**config.mk**
```make
export PLATFORM = sky130hd
export DESIGN_NAME = multicycle_sequencer_flat
export DESIGN_NICKNAME = d
export VERILOG_FILES = /design/src/rtl/multicycle_sequencer_pkg.sv /design/src/rtl/multicycle_sequencer_if.sv /design/src/rtl/multicycle_sequencer_classifier.sv /design/src/rtl/multicycle_sequencer.sv /design/src/flat_wrapper.sv
export SDC_FILE = /design/constraint.sdc
export NUM_CORES = 1
export LEC_CHECK = 0
export CAP_MARGIN = 15
export CORE_MARGIN = 10
export CORE_UTILIZATION = 46
export CTS_CLUSTER_DIAMETER = 30
export DETAILED_ROUTE_END_ITERATION = 7
export PLACE_DENSITY = 0.77
export SKIP_CTS_REPAIR_TIMING = 1
export SYNTH_ARGS = -nofsm -noshare
export SYNTH_HDL_FRONTEND = slang
export SYNTH_SLANG_ARGS = --single-unit
```
**constraint.sdc**
```tcl
create_clock -name clk -period 2.75 [get_ports clk]
set_input_delay 0.4125 -clock clk [delete_from_list [all_inputs] [get_ports clk]]
set_output_delay 0.4125 -clock clk [all_outputs]
set_load 0.01 [all_outputs]
```
**src/rtl/multicycle_sequencer_pkg.sv**
```systemverilog
// Shared RV32I control definitions: opcodes, sequencer state and encodings.
// Also imported by the combinational decoder.
package rv_pkg;

   localparam logic [6:0] OP_I_ALU  = 7'b0010011;
   localparam logic [6:0] OP_LOAD   = 7'b0000011;
   localparam logic [6:0] OP_STORE  = 7'b0100011;
   localparam logic [6:0] OP_R      = 7'b0110011;
   localparam logic [6:0] OP_BRANCH = 7'b1100011;
   localparam logic [6:0] OP_JAL    = 7'b1101111;
   localparam logic [6:0] OP_JALR   = 7'b1100111;
   localparam logic [6:0] OP_LUI    = 7'b0110111;
   localparam logic [6:0] OP_AUIPC  = 7'b0010111;

   typedef enum logic [2:0] {
      ST_FETCH  = 3'd0,
      ST_DECODE = 3'd1,
      ST_EXEC   = 3'd2,
      ST_MEM    = 3'd3,
      ST_WB     = 3'd4,
      ST_TRAP   = 3'd5
   } state_e;

   typedef enum logic [1:0] {
      PC_PLUS4 = 2'b00,
      PC_REL   = 2'b01,
      PC_JALR  = 2'b10
   } pc_sel_e;

   typedef enum logic [1:0] {
      CAUSE_NONE    = 2'b00,
      CAUSE_ILLEGAL = 2'b01,
      CAUSE_BUS     = 2'b10
   } trap_cause_e;

   // One-hot instruction class; all zero for an illegal encoding.
   typedef struct packed {
      logic r;
      logic i_alu;
      logic load;
      logic store;
      logic branch;
      logic jal;
      logic jalr;
      logic lui;
      logic auipc;
   } instr_class_t;

   function automatic logic writes_rd(input instr_class_t c);
      return c.r | c.i_alu | c.load | c.jal | c.jalr | c.lui | c.auipc;
   endfunction

endpackage

```
**src/rtl/multicycle_sequencer_if.sv**
```systemverilog
// Control/handshake bundle between the multicycle sequencer and the datapath/memories.
interface multicycle_sequencer_if #(
   parameter int CNT_W = 32
);

   logic [31:0]      instr;
   logic             imem_ready;
   logic             dmem_ready;
   logic             branch_taken;

   logic             imem_req;
   logic             ir_we;
   logic             dmem_req;
   logic             dmem_we;
   logic             reg_we;
   logic             pc_we;
   logic [1:0]       pc_sel;
   logic             retire;
   logic             trap;
   logic [1:0]       trap_cause;
   logic [CNT_W-1:0] instret;
   logic [2:0]       state;

   modport master (
      input  instr, imem_ready, dmem_ready, branch_taken,
      output imem_req, ir_we, dmem_req, dmem_we, reg_we, pc_we, pc_sel,
             retire, trap, trap_cause, instret, state
   );

   modport slave (
      output instr, imem_ready, dmem_ready, branch_taken,
      input  imem_req, ir_we, dmem_req, dmem_we, reg_we, pc_we, pc_sel,
             retire, trap, trap_cause, instret, state
   );

endinterface

```
**src/rtl/multicycle_sequencer_classifier.sv**
```systemverilog
// Combinational opcode classifier: one-hot instruction class plus illegal flag.
module opcode_classifier
   import rv_pkg::*;
(
   input  logic [6:0]   opcode,
   input  logic [2:0]   funct3,
   output instr_class_t cls,
   output logic         illegal
);

   // NOTE: every output gets a default before the case so no path leaves it unassigned (no latch).
   always_comb begin
      cls     = '0;
      illegal = 1'b0;
      unique case (opcode)
         OP_R:      cls.r      = 1'b1;
         OP_I_ALU:  cls.i_alu  = 1'b1;
         OP_LOAD:   cls.load   = 1'b1;
         OP_STORE:  cls.store  = 1'b1;
         OP_BRANCH: cls.branch = 1'b1;
         OP_JAL:    cls.jal    = 1'b1;
         OP_LUI:    cls.lui    = 1'b1;
         OP_AUIPC:  cls.auipc  = 1'b1;
         OP_JALR: begin
            // JALR is only defined with funct3 = 000.
            cls.jalr = (funct3 == 3'b000);
            illegal  = (funct3 != 3'b000);
         end
         default:   illegal    = 1'b1;
      endcase
   end

endmodule

```
**src/rtl/multicycle_sequencer.sv**
```systemverilog
// Multi-cycle RV32I control FSM: FETCH/DECODE/EXEC/MEM/WB phasing, memory
// handshakes, PC-update select, trap detection and retired-instruction count.
module multicycle_sequencer
   import rv_pkg::*;
#(
   parameter int MEM_TIMEOUT = 16,   // 1..255
   parameter int CNT_W       = 32
) (
   input  logic                   clk,
   input  logic                   rst,
   multicycle_sequencer_if.master bus
);

   localparam logic [7:0] MEM_LAST = 8'(MEM_TIMEOUT - 1);

   state_e           state_q, state_d;
   logic [7:0]       mem_cnt_q, mem_cnt_d;
   trap_cause_e      cause_q, cause_d;
   logic [CNT_W-1:0] instret_q, instret_d;

   instr_class_t     cls;
   logic             illegal;
   logic             rd_nonzero;

   logic             imem_req, ir_we, dmem_req, dmem_we, reg_we, pc_we, retire, trap;
   pc_sel_e          pc_sel;

   opcode_classifier u_classifier (
      .opcode  (bus.instr[6:0]),
      .funct3  (bus.instr[14:12]),
      .cls     (cls),
      .illegal (illegal)
   );

   assign rd_nonzero = |bus.instr[11:7];

   // NOTE: sequential state uses non-blocking assignments so every register samples pre-edge values.
   always_ff @(posedge clk) begin
      if (rst) begin
         state_q   <= ST_FETCH;
         mem_cnt_q <= '0;
         cause_q   <= CAUSE_NONE;
         instret_q <= '0;
      end else begin
         state_q   <= state_d;
         mem_cnt_q <= mem_cnt_d;
         cause_q   <= cause_d;
         instret_q <= instret_d;
      end
   end

   always_comb begin
      state_d   = state_q;
      mem_cnt_d = mem_cnt_q;
      cause_d   = cause_q;
      instret_d = instret_q;
      imem_req  = 1'b0;
      ir_we     = 1'b0;
      dmem_req  = 1'b0;
      dmem_we   = 1'b0;
      reg_we    = 1'b0;
      pc_we     = 1'b0;
      pc_sel    = PC_PLUS4;
      retire    = 1'b0;
      trap      = 1'b0;

      case (state_q)
         ST_FETCH: begin
            imem_req = 1'b1;
            if (bus.imem_ready) begin
               ir_we   = 1'b1;
               state_d = ST_DECODE;
            end
         end

         ST_DECODE: begin
            if (illegal) begin
               state_d = ST_TRAP;
               cause_d = CAUSE_ILLEGAL;
            end else begin
               state_d = ST_EXEC;
            end
         end

         ST_EXEC: begin
            mem_cnt_d = '0;
            state_d   = (cls.load || cls.store) ? ST_MEM : ST_WB;
         end

         ST_MEM: begin
            dmem_req = 1'b1;
            dmem_we  = cls.store;
            // A response in the last allowed cycle still completes the access.
            if (bus.dmem_ready) begin
               state_d = ST_WB;
            end else if (mem_cnt_q == MEM_LAST) begin
               state_d = ST_TRAP;
               cause_d = CAUSE_BUS;
            end else begin
               mem_cnt_d = mem_cnt_q + 8'd1;
            end
         end

         ST_WB: begin
            pc_we     = 1'b1;
            reg_we    = writes_rd(cls) && rd_nonzero;
            retire    = 1'b1;
            instret_d = instret_q + CNT_W'(1);
            state_d   = ST_FETCH;
            if (cls.jal || (cls.branch && bus.branch_taken)) begin
               pc_sel = PC_REL;
            end else if (cls.jalr) begin
               pc_sel = PC_JALR;
            end
         end

         ST_TRAP: begin
            trap = 1'b1;
         end

         default: begin
            // Encodings 6 and 7 are unreachable; treat a corrupted state as illegal.
            state_d = ST_TRAP;
            cause_d = CAUSE_ILLEGAL;
         end
      endcase
   end

   // Everything reads as zero while reset is held, even before the state register clears.
   assign bus.imem_req   = imem_req & ~rst;
   assign bus.ir_we      = ir_we    & ~rst;
   assign bus.dmem_req   = dmem_req & ~rst;
   assign bus.dmem_we    = dmem_we  & ~rst;
   assign bus.reg_we     = reg_we   & ~rst;
   assign bus.pc_we      = pc_we    & ~rst;
   assign bus.retire     = retire   & ~rst;
   assign bus.trap       = trap     & ~rst;
   assign bus.pc_sel     = rst ? 2'b00 : pc_sel;
   assign bus.trap_cause = rst ? 2'b00 : cause_q;
   assign bus.instret    = rst ? '0 : instret_q;
   assign bus.state      = rst ? 3'd0 : state_q;

endmodule

```
**src/flat_wrapper.sv**
```systemverilog
// flat-port wrapper written by rule: the top's interface ports become plain ports
module multicycle_sequencer_flat import rv_pkg::*;
#(
   parameter int MEM_TIMEOUT = 16,            
   parameter int CNT_W       = 32
)
  (clk, rst, bus_instr, bus_imem_ready, bus_dmem_ready, bus_branch_taken, bus_imem_req, bus_ir_we, bus_dmem_req, bus_dmem_we, bus_reg_we, bus_pc_we, bus_pc_sel, bus_retire, bus_trap, bus_trap_cause, bus_instret, bus_state);
  multicycle_sequencer_if #(.CNT_W(CNT_W)) bus_i ();
  input  logic clk;
  input  logic rst;
  input wire logic [$bits(bus_i.instr)-1:0] bus_instr;
  input wire logic [$bits(bus_i.imem_ready)-1:0] bus_imem_ready;
  input wire logic [$bits(bus_i.dmem_ready)-1:0] bus_dmem_ready;
  input wire logic [$bits(bus_i.branch_taken)-1:0] bus_branch_taken;
  output wire logic [$bits(bus_i.imem_req)-1:0] bus_imem_req;
  output wire logic [$bits(bus_i.ir_we)-1:0] bus_ir_we;
  output wire logic [$bits(bus_i.dmem_req)-1:0] bus_dmem_req;
  output wire logic [$bits(bus_i.dmem_we)-1:0] bus_dmem_we;
  output wire logic [$bits(bus_i.reg_we)-1:0] bus_reg_we;
  output wire logic [$bits(bus_i.pc_we)-1:0] bus_pc_we;
  output wire logic [$bits(bus_i.pc_sel)-1:0] bus_pc_sel;
  output wire logic [$bits(bus_i.retire)-1:0] bus_retire;
  output wire logic [$bits(bus_i.trap)-1:0] bus_trap;
  output wire logic [$bits(bus_i.trap_cause)-1:0] bus_trap_cause;
  output wire logic [$bits(bus_i.instret)-1:0] bus_instret;
  output wire logic [$bits(bus_i.state)-1:0] bus_state;
  assign bus_i.instr = bus_instr;
  assign bus_i.imem_ready = bus_imem_ready;
  assign bus_i.dmem_ready = bus_dmem_ready;
  assign bus_i.branch_taken = bus_branch_taken;
  assign bus_imem_req = bus_i.imem_req;
  assign bus_ir_we = bus_i.ir_we;
  assign bus_dmem_req = bus_i.dmem_req;
  assign bus_dmem_we = bus_i.dmem_we;
  assign bus_reg_we = bus_i.reg_we;
  assign bus_pc_we = bus_i.pc_we;
  assign bus_pc_sel = bus_i.pc_sel;
  assign bus_retire = bus_i.retire;
  assign bus_trap = bus_i.trap;
  assign bus_trap_cause = bus_i.trap_cause;
  assign bus_instret = bus_i.instret;
  assign bus_state = bus_i.state;
  multicycle_sequencer #(.MEM_TIMEOUT(MEM_TIMEOUT), .CNT_W(CNT_W)) u_core (.clk(clk), .rst(rst), .bus(bus_i));
endmodule
```
After elaboration in Yosys (flattened, before gate mapping) --
Cells that the tools add are included.
Storage, ports and cells: logic and storage cells 95, register bits 45, output and inout bits 47, bits of input ports 37
Cells by class: reduce and logical (&&, ||, !) cells 14, muxes and demuxes 38, bitwise logic cells 16, equal/unequal tests 21, add/sub/neg operators 2
Operators by type and width (number):
- $add 32x1->32 const B | 1
- $mux 32 | 1
- $eq 7x6->1 const B | 3
- $eq 7x7->1 const B | 3
- $mux 3 | 6
- $pmux 3 s6 | 1
- $mux 1 | 17
- $mux 2 | 8
- $mux 8 | 2
- $pmux 8 s2 | 1
- $eq 7x5->1 const B | 2
- $add 8x1->8 const B | 1
- $eq 8x4->1 const B | 1
- $reduce_or 8->1 | 1
- $and 1x1->1 | 7
- $eq 7x2->1 const B | 1
- $eq 3x2->1 const B | 2
- $eq 3x3->1 const B | 2
- $logic_not 3->1 | 2
- $ne 2x2->1 const B | 3
- $or 1x1->1 | 6
- $pmux 2 s3 | 1
- $reduce_and 3->1 | 2
- $reduce_or 5->1 | 1
- 11 further kinds | 16

Depth between registers and ports, before layout --
Gate-level depths: netlist of the first run.
depth after elaboration 11, gate-level depth with buffers 7, depth with buffers taken out 5

Modules after synthesis --
From an unflattened synthesis of the first run, not the netlist that was laid out.
Unflattened totals: cell total of the unflattened synthesis 347, area total of the unflattened synthesis 2738.9 um^2
By module, submodules not included:
- multicycle_sequencer | cells each 325, instances 1, area an instance 2605.0 um^2, sequential area each 900.9 um^2
- opcode_classifier | cells each 22, instances 1, area an instance 133.9 um^2, sequential area each 0.0 um^2

Worst setup path after synthesis of the first run --
No wires, ideal clock.
kind flip-flop to flip-flop, from reg u_core.instret_q[0], to reg u_core.instret_q[30], required time 2679 ps, setup slack 617 ps, arrival 2063 ps, library setup time 71 ps, buffers on the path 2, stages on the path, launching flop included 8, cell sequence dfxtp_1 > ha_1 > nand4bb_1 > clkbuf_1 > or4_1 > clkbuf_1 > or4_1 > a21oi_1
On the way: cells in the longest elaborated chain, start to end 1
RTL lines:
- start, declared | line multicycle_sequencer.sv:19 | logic [CNT_W-1:0] instret_q, instret_d;
- start signal, assigned | line multicycle_sequencer.sv:48 | instret_q <= instret_d;
- $add 32x1->32 | line multicycle_sequencer.sv:108 | instret_d = instret_q + CNT_W'(1);
Every way passes these cells. A chain may end at the register's enable or synchronous reset.

Worst setup path in the final report of the first run --
from in bus_instr[4], to out bus_pc_sel[1]
On the way: cells in the longest elaborated chain, start to end 7, elaborated cells between the ends (all ways) 12
RTL lines:
- start, declared | line flat_wrapper.sv:11 | input wire logic [$bits(bus_i.instr)-1:0] bus_instr;
- $eq 7x7->1 | line multicycle_sequencer_classifier.sv:15 | unique case (opcode)
- $mux 1 | line multicycle_sequencer_classifier.sv:15
- $logic_and 1x1->1 | line multicycle_sequencer.sv:110 | if (cls.jal || (cls.branch && bus.branch_taken)) begin
- $logic_or 1x1->1 | line multicycle_sequencer.sv:110
- $mux 2 * | line multicycle_sequencer.sv:110
- $mux 2 * | line multicycle_sequencer.sv:67 | case (state_q)
- $mux 2 * | line multicycle_sequencer.sv:138 | assign bus.pc_sel = rst ? 2'b00 : pc_sel;
- end, declared | line flat_wrapper.sv:21 | output wire logic [$bits(bus_i.pc_sel)-1:0] bus_pc_sel;
Every way passes the cells marked *; elsewhere a longest branch is shown, timed or not.

==> results of run 1 <==
path summary, 6_finish.rpt:
path | end | startpoint
setup / recovery | bus_pc_sel[1] | bus_instr[4]
hold reg to reg | u_core.instret_q[31] | u_core.instret_q[31]
hold / removal | u_core.instret_q[31] | u_core.instret_q[31]
setup reg to reg | u_core.instret_q[28] | u_core.instret_q[0]
layer usage:
layer	global-route usage, %	wire [µm]
met1	18.9	3050
met2	26.4	3390
met3	5.08	309
met4	4.24	80
met5	0	0
state kept, by name, summed over array words and instances (netlist names):
register	cells
u_core.instret_q	32
u_core.mem_cnt_q	8
u_core.cause_q	2
u_core.state_q	3
power groups by stage:
| stage | clock network [W] | logic [W] | registers (W) |
|---|---|---|---|
| 3_5_place_dp | 0 | 0.000117 | 0.000682 |
| 2_1_floorplan | 0 | 0.0000590 | 0.000676 |
| 3_3_place_gp | 0 | 0.000115 | 0.000682 |
| 5_1_grt | 0.000445 | 0.000128 | 0.000669 |
| 4_1_cts | 0.000413 | 0.000117 | 0.000667 |
| 6_report | 0.000400 | 0.000116 | 0.000667 |
cell families (layout without fill, tap and decap cells):
group / Yosys count / after routing / synth area share (%)
buf+inv: 31 / 95 / 4.75
xor+xnor: 14 / 14 / 4.75
mux: 4 / 4 / 1.74
compound gates: 58 / 58 / 15.2
simple gates: 172 / 172 / 37.7
fa+ha+maj: 2 / 2 / 0.968
flops: 45 / 45 / 34.9
through the flow:
stage               hold WS, ps  setup slack [ps]
floorplan                   447               617
global placement            457              53.5
detailed placement          474              43.1
CTS                         485              55.1
global route                518              11.8
finish                      478               131
worst reg2reg max path, delay by kind of cell, from the launching register on:
| family | cells | cell delay [ps] |
|---|---|---|
| simple gates | 3 | 1440 |
| compound gates | 1 | 160 |
| flops | 1 | 420 |
| fa+ha+maj | 1 | 180 |
layout by cell type, fill, tap and decap left out, types with 6 or more instances in the layout:
master / instances
or4_1: 14
o31ai_1: 14
and3_1: 6
nor4_1: 9
nor2_1: 32
nand2_1: 26
inv_1: 11
dfxtp_1: 44
clkdlybuf4s50_1: 64
a21oi_1: 23
xnor2_1: 9
nand4_1: 10
nor2b_1: 31
nor3_1: 6
nand3_1: 12
buf_4: 10
area by class of cell:
class                      count  area, µm²  share of cell area, %
multi-input combinational    250       1560                   45.8
sequential                    45        902                   26.5
timing repair buffer          76        733                   21.5
tap                           72       90.1                   2.64
clock buffer                   6       72.6                   2.13
inverter                      11       41.3                   1.21
clock inverter                 2       10.0                  0.294
==> results.cfg, run 1 <==
[outcome]
status = complete, no violations

[grt]
groute.usage.overall_pct = 15.7
antenna_found_initial = 0
grt_max_degree = 53
grt_overflow_total = 0
grt_pass1_wl_um = 11700
grt_pass1_vias = 2513

[yosys]
yosys_warnings = 0
yosysTopAreaCell = dfxtp_1
synth_commonest_cells = dfxtp_1, nor2_1, nor2b_1
synthFlopType = dfxtp_1
ys_types = 46
synth.top_cell.area_share_pct = 34.9
synth_cells = 326
synth_edf_count = 0
syn-num-nets = 365
yosysSeqAreaShare_pct = 34.9
ys_seq_elements = 45
synthTopCellsByArea = dfxtp_1, nor2b_1, nor2_1
synth_area_per_cell_um2 = 7.93
synthArstFlopShare_pct = 0
yosysMostFrequentCell = dfxtp_1
synth_area_um2 = 2580

[clock_network]
root_buffer = clkbuf_8
clockBufferDepth = 2
cts.clk_slew.worst_paths_ps = 80
tritoncts = done
h-tree-depth = 2
worstSkewPairLatency_ps = 300
cts-buffers-inserted = 5
clock_sinks = 45

[layout]
fin_nets = 428
final_design_area_no_fill_um2 = 3410
drive_gt1_share_pct = 6.67
diodes = 0
post-route-util_pct = 62.3
fillers = 520
syn_to_final_growth_pct = 32.0
final_cell_count_no_fill = 462

[route]
routed_wl_um = 6820
first_iter_violations = 177
dr.pass1.iters = 4
drc = 0
avgViaCountPerCell = 5.65
ant_nets = 0
vias = 2609
wl_per_cell_um = 14.8

[sta]
final_max_slew_viol_count = 0
worstMarginPinSlew_ps = 601
fmax_mhz = 382
maxSlewHeadroom_pct = 59.8
finalCritPeriodShare_pct = 95.2
rsz0062_at_grt = no
tns_ps = 0
hold_viol = 0
layout_min_cycle_time_ps = 2620
setup_viol = 0
fin_skew_ps = 8.19

[critical_path]
path_max_fanout = 3
criticalPathCategory = in2out
required_ps = 2340
critPathLaunchType = input pin
critPathTopFamily = buffers and inverters
cpMostUsedCell = clkdlybuf4s50_1
path_depth = 5
max_stage_delay_ps = 590
path_buf_inv = 2
cp-end-kind = primary output
arrival_ps = 2210
path_cells = clkdlybuf4s50_1 > and4b_1 > and3_1 > nor4bb_1 > clkdlybuf4s50_1
rr_worst_depth = 5
rrSetupSlack_ps = 470
cp_slowest_cell = clkdlybuf4s50_1

[hold_path]
min_path_type = reg2reg
min_path_cells = 2

[placed_design]
dpl_cell_area_um2 = 3320
dp_cells = 454
portBuffers = 66
gp_congestion = 0.805
place_hpwl_um = 5050

[floorplanning]
core_area_um2 = 5470
start_util_pct = 47.2
die_x_um = 94.9
fp.dieH_um = 94.9
rows = 27
die_area_um2 = 9010
io_pins = 84

[pwr]
power.switching_w = 0.000291
p_int_w = 0.000893
pwr-share-comb_pct = 9.8
p_leak_nw = 1.16
pwr-share-clk_pct = 33.8
max-vdd-ir-drop_mv = 0.215
powerDensity_nw_per_um2 = 347
p_seq_share_pct = 56.4
p_sw_share_pct = 24.6
p_total_w = 0.00118

[job]
cap_violations = 0
(Power assumes the default switching activity.)
==> run 2, diff against run 1 <==
--- a/config.mk
+++ b/config.mk
@@ -6,7 +6,7 @@
 export NUM_CORES = 1
 export LEC_CHECK = 0
 export CAP_MARGIN = 15
-export CORE_MARGIN = 10
+export CORE_MARGIN = 1.5
 export CORE_UTILIZATION = 46
 export CTS_CLUSTER_DIAMETER = 30
 export DETAILED_ROUTE_END_ITERATION = 7
==> results.cfg, run 2 (same netlist as run 1, synthesis figures left out) <==
[sta]
layout_min_cycle_time_ps = 2640
hold-worst-slack_ps = 489
rsz0062_at_grt = no
fin_skew_ps = 3.89
setup_viol = 0
final_max_slew_viol_count = 0
hold_viol = 0
maxSlewHeadroom_pct = 59.6
finalCritPeriodShare_pct = 96.1
fmax_mhz = 378
worstMarginPinSlew_ps = 603
tns_ps = 0

[critical_path]
rrSetupSlack_ps = 480
r2r_start = u_core.state_q[2]
cp-end-kind = primary output
cp_slowest_cell = clkdlybuf4s50_1
max_stage_delay_ps = 550
criticalPathCategory = in2out
path_max_fanout = 4
critPathLaunchType = input pin
regToRegEndpoint = u_core.instret_q[31]
cpMostUsedCell = clkdlybuf4s50_1
rr_worst_depth = 4
required_ps = 2340
critPathTopFamily = buffers and inverters
path_buf_inv = 2
arrival_ps = 2230
path_cells = clkdlybuf4s50_1 > and4b_1 > nand2_1 > o2bb2a_1 > nor2_1 > clkdlybuf4s50_1

[layout]
fillers = 521
final_common_cell = clkdlybuf4s50_1
largest_register = u_core.instret_q
largest_reg_flops = 32
syn_to_final_growth_pct = 32.5
fin_nets = 427
reg_top3 = u_core.instret_q (32), u_core.mem_cnt_q (8), u_core.state_q (3)
final_design_area_no_fill_um2 = 3420
diodes = 0
final_cell_mix = clkdlybuf4s50_1, dfxtp_1, nor2_1
drive_gt1_share_pct = 6.94
final_cell_count_no_fill = 461

[placed_design]
dp_cells = 453
portBuffers = 66
place_hpwl_um = 4510
dpl_cell_area_um2 = 3320
gp_congestion = 0.778

[job]
cap_violations = 0

[route]
avgViaCountPerCell = 5.59
routed_wl_um = 6260
first_iter_violations = 165
vias = 2578
dr.pass1.iters = 4
wl_per_cell_um = 13.6
wl_met3_um = 250
ant_nets = 0
m1WireLength_um = 2880
wl_met2_um = 3070
drc = 0
dr.max_layer_used = met4

[grt]
groute.usage.overall_pct = 21.8
grt_overflow_total = 0
grt_pass1_vias = 2441
grt_pass1_wl_um = 10800
grt_max_degree = 45
antenna_found_initial = 0

[clock_network]
tritoncts = done
clockBufferDepth = 2
cts-buffers-inserted = 5
worstSkewPairLatency_ps = 290
root_buffer = clkbuf_8
cts.clk_slew.worst_paths_ps = 80
h-tree-depth = 2
clock_sinks = 45

[hold_path]
min_path_cells = 2
min_path_type = reg2reg
min_from = u_core.instret_q[31]
whs_endpoint = u_core.instret_q[31]

[pwr]
p_total_w = 0.00123
p_leak_nw = 1.14
powerDensity_nw_per_um2 = 359
max-vdd-ir-drop_mv = 0.264

[floorplanning]
io_pins = 84
core_area_um2 = 5470
start_util_pct = 47.2
die_x_um = 77.9
die_area_um2 = 6080
fp.dieH_um = 77.9
rows = 27

[outcome]
status = complete, no violations
[run 2: layout make-up]
| cell class | count | area (µm²) | area share (%) |
|---|---|---|---|
| clock buffers | 7 | 96.3 | 2.81 |
| flip-flops and latches | 45 | 902 | 26.3 |
| inverters | 11 | 41.3 | 1.21 |
| clock inverters | 1 | 5.00 | 0.146 |
| well taps | 72 | 90.1 | 2.63 |
| repair buffers | 75 | 723 | 21.1 |
| multi-input cells | 250 | 1570 | 45.7 |
[run 2: metrics by stage]
step	utilization (%)	setup slack [ps]
finish	62.6	106
global route	62.6	32.6
CTS	62.4	-27.9
detailed placement	60.6	5.49
global placement	60.6	60.1
floorplan	-	617
[run 2: per-layer routing]
| layer | track usage [%] | vias to the layer above |
|---|---|---|
| li1 | - | 1314 |
| met1 | 28.1 | 1214 |
| met2 | 36.1 | 45 |
| met3 | 4.00 | 5 |
| met4 | 7.86 | 0 |
| met5 | 0 | - |
[run 2: how the worst max path moves through the flow]
stage                        start                   end  slack (ps)  depth (start not counted)
2_1_floorplan  u_core.instret_q[0]  u_core.instret_q[30]         620                          7
3_3_place_gp          bus_instr[0]            bus_reg_we          60                          5
3_5_place_dp          bus_instr[0]            bus_reg_we           5                          5
4_1_cts          u_core.state_q[2]         bus_pc_sel[1]         -30                          4
5_1_grt               bus_instr[4]            bus_reg_we          30                          5
6_report              bus_instr[4]         bus_pc_sel[0]         110                          6
[run 2: power by group]
group          internal (W)  switching (W)  total [W]  leakage [nW]
sequential         0.000657      0.0000124   0.000669         0.363
clock              0.000227       0.000220   0.000447        0.0542
combinational     0.0000588      0.0000544   0.000113         0.727
[run 2: worst register-to-register path: stages (launching register included)]
cell and delay [ps]:
dfxtp_2 490, or3b_1 410, or4_4 650, or4_1 510, a21oi_1 140
==> run 3, diff against run 2 <==
--- a/config.mk
+++ b/config.mk
@@ -9,6 +9,7 @@
 export CORE_MARGIN = 1.5
 export CORE_UTILIZATION = 46
 export CTS_CLUSTER_DIAMETER = 30
+export CTS_CLUSTER_SIZE = 16
 export DETAILED_ROUTE_END_ITERATION = 7
 export PLACE_DENSITY = 0.77
 export SKIP_CTS_REPAIR_TIMING = 1
==> results of run 3 <==
Final layout, timing and power as in run 2 (identical DEF).
